`src/rtl/gpio_poll_pkg.sv`:
```
// Shared types and constants for the GPIO poll master: FSM state encoding
// and the width of the sample counter.
package gpio_poll_pkg;

  localparam int COUNT_W = 16;

  typedef enum logic [1:0] {
    ST_IDLE    = 2'd0,
    ST_REQ     = 2'd1,
    ST_WAIT    = 2'd2,
    ST_CAPTURE = 2'd3
  } poll_state_e;

endpackage

```
`src/rtl/gpio_poll_timer.sv`:
```
// Poll-rate divider: counts down while enabled, pulses tick at zero and
// reloads; holds its value (no reload) while disabled.
module gpio_poll_timer #(
  parameter int DIV = 1000
) (
  input  logic clk,
  input  logic reset,
  input  logic enable,
  output logic tick
);

  localparam logic [15:0] RELOAD = 16'(DIV - 1);

  logic [15:0] count_r;

  assign tick = enable && (count_r == 16'd0);

  // Down-counter with reload on expiry; frozen while polling is disabled.
  always_ff @(posedge clk) begin
    if (reset) begin
      count_r <= RELOAD;
    end else if (enable) begin
      if (count_r == 16'd0) begin
        count_r <= RELOAD;
      end else begin
        count_r <= count_r - 16'd1;
      end
    end else begin
      count_r <= count_r;
    end
  end

endmodule

```
`src/rtl/gpio_poll_master.sv`:
```
// Avalon-MM read master that periodically samples a PIO data register and
// reports per-bit rising/falling edges and change events downstream.
module gpio_poll_master
  import gpio_poll_pkg::*;
#(
  parameter int DATA_W       = 2,
  parameter int ADDR_W       = 2,
  parameter int POLL_ADDR    = 0,
  parameter int POLL_DIV     = 1000,
  parameter int READ_LATENCY = 1
) (
  input  logic                 clk,
  input  logic                 reset,
  input  logic                 enable,
  output logic [ADDR_W-1:0]    avm_address,
  output logic                 avm_read,
  input  logic                 avm_waitrequest,
  input  logic [DATA_W-1:0]    avm_readdata,
  output logic [DATA_W-1:0]    sample_data,
  output logic                 sample_valid,
  output logic [DATA_W-1:0]    rise_mask,
  output logic [DATA_W-1:0]    fall_mask,
  output logic                 change,
  output logic                 overrun,
  output logic [COUNT_W-1:0]   sample_count
);

  poll_state_e       state_r;
  poll_state_e       state_next_s;
  logic [2:0]        lat_r;
  logic              first_done_r;
  logic              tick_s;
  logic              take_s;
  logic [DATA_W-1:0] rise_s;
  logic [DATA_W-1:0] fall_s;

  gpio_poll_timer #(.DIV(POLL_DIV)) u_timer (
    .clk    (clk),
    .reset  (reset),
    .enable (enable),
    .tick   (tick_s)
  );

  assign take_s = (state_r == ST_WAIT) && (lat_r == 3'd0);

  // Next-state logic; avm_read is high exactly while in REQ.
  always_comb begin
    state_next_s = state_r;
    case (state_r)
      ST_IDLE:    if (tick_s) state_next_s = ST_REQ;           else state_next_s = ST_IDLE;
      ST_REQ:     if (!avm_waitrequest) state_next_s = ST_WAIT; else state_next_s = ST_REQ;
      ST_WAIT:    if (lat_r == 3'd0) state_next_s = ST_CAPTURE; else state_next_s = ST_WAIT;
      ST_CAPTURE: state_next_s = ST_IDLE;
      default:    state_next_s = ST_IDLE;
    endcase
  end

  // The first sample after reset has no predecessor, so it reports no edges.
  always_comb begin
    rise_s = '0;
    fall_s = '0;
    if (first_done_r) begin
      rise_s = avm_readdata & ~sample_data;
      fall_s = ~avm_readdata & sample_data;
    end else begin
      rise_s = '0;
      fall_s = '0;
    end
  end

  // Bus-side sequencing: state, read strobe, latency counter, overrun flag.
  always_ff @(posedge clk) begin
    if (reset) begin
      state_r     <= ST_IDLE;
      lat_r       <= 3'd0;
      avm_read    <= 1'b0;
      avm_address <= ADDR_W'(POLL_ADDR);
      overrun     <= 1'b0;
    end else begin
      state_r     <= state_next_s;
      avm_read    <= (state_next_s == ST_REQ);
      avm_address <= ADDR_W'(POLL_ADDR);
      if ((state_r == ST_REQ) && !avm_waitrequest) begin
        lat_r <= 3'(READ_LATENCY - 1);
      end else if ((state_r == ST_WAIT) && (lat_r != 3'd0)) begin
        lat_r <= lat_r - 3'd1;
      end else begin
        lat_r <= lat_r;
      end
      if (tick_s && (state_r != ST_IDLE)) begin
        overrun <= 1'b1;
      end else begin
        overrun <= overrun;
      end
    end
  end

  // Sample path: results become visible in the CAPTURE cycle.
  always_ff @(posedge clk) begin
    if (reset) begin
      sample_data  <= '0;
      sample_valid <= 1'b0;
      rise_mask    <= '0;
      fall_mask    <= '0;
      change       <= 1'b0;
      sample_count <= '0;
      first_done_r <= 1'b0;
    end else if (take_s) begin
      sample_data  <= avm_readdata;
      sample_valid <= 1'b1;
      rise_mask    <= rise_s;
      fall_mask    <= fall_s;
      change       <= |(rise_s | fall_s);
      sample_count <= sample_count + 16'd1;
      first_done_r <= 1'b1;
    end else begin
      sample_valid <= 1'b0;
      rise_mask    <= '0;
      fall_mask    <= '0;
      change       <= 1'b0;
    end
  end

endmodule

```
`config.mk`:
```
export PLATFORM = sky130hd
export DESIGN_NAME = gpio_poll_master
export DESIGN_NICKNAME = d
export VERILOG_FILES = /design/src/rtl/gpio_poll_pkg.sv /design/src/rtl/gpio_poll_timer.sv /design/src/rtl/gpio_poll_master.sv
export SDC_FILE = /design/constraint.sdc
export NUM_CORES = 1
export LEC_CHECK = 0
export CAP_MARGIN = 20
export CORE_MARGIN = 3
export CORE_UTILIZATION = 44
export DETAILED_ROUTE_END_ITERATION = 10
export PLACE_DENSITY_LB_ADDON = 0.12
export SLEW_MARGIN = 0
export SYNTH_ARGS = -nofsm -noshare
export SYNTH_HDL_FRONTEND = slang
export SYNTH_SLANG_ARGS = --single-unit
```
`constraint.sdc`:
```
create_clock -name clk -period 4 [get_ports clk]
set_input_delay 0.6 -clock clk [delete_from_list [all_inputs] [get_ports clk]]
set_output_delay 0.6 -clock clk [all_outputs]
set_load 0.03 [all_outputs]
```
==> results.md <==
* Reg2Reg Depth at 7
* Setup slack, reg-to-reg at 1.95 ns
* CTS Hold Bufs at 0
* Top cell type's share of synthesized area at 46.32%
* Synth area leader: dfxtp_1
* Power Dens Cells at 315.1 nW/um2
* Distinct cells, synth at 41
* Seq/Total Area, Yosys at 46.32%
* Min-Delay Endpoint: overrun
* Critical path class: in2reg
* Most frequent cells in the layout: dfxtp_1 (48), nor2_1 (31), clkdlybuf4s50_1 (31), nand2_1 (19), a21oi_1 (16)
* Final Hold Violating Endpoints at 0
* Fin. max-slew vios at 0
* Clk slew on worst S/H paths at 0.08 ns
* First-pass GRT wire length at 6.541 mm
* Syn Area/Cell at 8.828 um2
* Syn. warnings at 0
* Clock sink count at 48
* ANT nets after route at 0
* DRC viols at 0
* Fin crit period at 2.453 ns
* Worst vdd ir at 0.1669 mV
* Hold WS at 0.4599 ns
* Reg2Reg Capture Point: sample_count[15]
* Vias in the first global route at 1,537
* Worst-Margin Slew at 0.5840 ns
* Critical path arrival at 2.68 ns
* Wire per inst at 11.47 um
* Initial antenna violation count at 0
* Final Non-Filler Cells at 322
* Outcome: completed
* Vias/cell at 5.158
* CP Max Fanout at 6
* Top Ports at 34
* Initial Utilization at 46.68%
* Hold Crit Start: overrun
* Total gr overflow at 0
* Port Buf Inserts at 31
* Resized Gates After CTS at 0
* RSZ-0062 raised after global routing: no
* Die height at 74.67 um
* ANT cells at 0
* CTS tree: done
* Synth area leaders: dfxtp_1 (46%), xnor2_1 (5.9%), nor2_1 (5.6%)
* Skew-Pair Late Insertion Delay at 0.30 ns
* Startpoint types: primary input
* Placer Congestion at 0.7854
* Period utilization at 61.32%
* Num CTS Buffers at 5
* Critical Path Start: enable
* Placed Cells at 314
* Postcts setup bufs at 0
* Root buffer cell: clkbuf_8
* Routed vias at 1,661
* Slew headroom at 60.70%
* TritonRoute pass-1 iters at 4
* Commonest non-fill, non-tap cell in the layout: dfxtp_1
* Core Region at 4444 um2
* HPWL after DPL at 2.714 mm
* Cell Rows at 24
* Longest Clk Path Bufs at 2
* DR iter-0 viols at 63
* Cells after Synth at 235
* Clock skew at 0.006297 ns
* Final setup viols at 0
* Crit. End Element: register
* Hold Path Cell Cnt at 2
* Max Clk Rate at 407.7 MHz
* Area growth syn-to-layout at 22.01%
* Drt total wl at 3.692 mm
* Die ar. at 5575 um2
* Max Cap Viol at 0
* HP Class: reg2reg
* Largest net degree at the start of global routing at 18
* Seq cells post-synth at 48
* CTS HTree Levels at 2
* Die W at 74.67 um
* Share of cells above drive strength 1 at 6.667%
* Core Util, Final at 56.95%
* WP data required at 4.23 ns
* Total GRT Usage at 14.94%
* Netlist Area Pre-Place at 2074 um2
* Leak at 0.8732 nW
* NumNets Final at 279
* Reg2Reg Launch Point: lat_r[0]
* Setup TNS at 0 ns
* Power Total at 0.7976 mW
synth_stat cells:
cell       count
a211oi_1       2
a21oi_1       16
a221oi_1       1
a31o_2         1
a31oi_1        1
and3_1         2
and3b_1        1
and4bb_2       1
buf_1          1
buf_2          1
buf_4          2
clkbuf_1       5
conb_1         1
dfxtp_1       48
ha_1           4
inv_1         10
mux2_2         3
mux2i_1        1
nand2_1       19
nand2b_1       7
nand3_1        8
nand4_1        4
nand4bb_1      1
nor2_1        31
nor2b_1        4
nor3_1         4
nor3b_1        2
nor4_1         8
nor4b_1        1
nor4bb_1       1
o21ai_0        4
o21bai_1       2
o31ai_1        3
or2_2          1
or3_1          6
or3_4          1
or4_1          5
or4_4          1
or4b_1         1
xnor2_1       14
xor2_1         6
layout make-up:
type	count	area (um2)
well taps	52	65.06
repair buffers	35	340.3
fillers	429	1913
clock buffers	8	90.09
flip-flops and latches	48	960.9
multi-input cells	169	1037
inverters	10	37.54
how the worst max path moves through the flow:
stage / cells after the start / end
6_report: 5 / u_timer.count_r[13]
5_1_grt: 5 / u_timer.count_r[13]
4_1_cts: 5 / u_timer.count_r[13]
3_5_place_dp: 5 / u_timer.count_r[13]
3_3_place_gp: 5 / u_timer.count_r[13]
2_1_floorplan: 5 / u_timer.count_r[13]
per-stage QoR:
stage | area, um2 | setup slack, ns
floorplan | 2078 | 1.910
CTS | 2531 | 1.549
detailed placement | 2441 | 1.244
global placement | 2441 | 1.291
finish | 2531 | 1.547
global route | 2531 | 1.440
logic make-up (layout without fill, tap and decap cells):
group           after synthesis  count (layout)  synth area share [%]
compound gates               30              30                 8.504
mux                           4               4                 2.111
fa+ha+maj                     4               4                 2.413
xor+xnor                     20              20                 8.444
flops                        48              48                 46.32
other cells                   1               2                0.1808
simple gates                109             109                 28.17
buf+inv                      19              53                 3.860
worst max-delay path, cell delays in order:
cell and delay [ns]:
clkdlybuf4s50_1 0.55, or4b_1 0.57, or3_4 0.40, or4_1 0.40, a21oi_1 0.15
report_power, final:
| part | internal, mW | leakage (nW) | switching, mW | total [mW] |
|---|---|---|---|---|
| Combinational | 0.0107 | 0.441 | 0.0152 | 0.0259 |
| Sequential | 0.479 | 0.387 | 0.00151 | 0.481 |
| Clock | 0.141 | 0.0455 | 0.150 | 0.291 |
flip-flops by register name (all words and copies together) (netlist names):
register         cells
avm_read             1
change               1
fall_mask            2
first_done_r         1
lat_r                3
overrun              1
rise_mask            2
sample_count        16
sample_data          2
sample_valid         1
state_r              2
u_timer.count_r     16
per-layer routing:
metal / global-route usage [%] / share of wire, % / up-vias
li1: - / - / 879
met2: 22.54 / 44 / 22
met3: 4.406 / 3.3 / 5
met5: 0 / 0 / -
met1: 20.90 / 52 / 755
met4: 4.150 / 1.2 / 0
No activity file was read; power rests on OpenSTA's default activity.
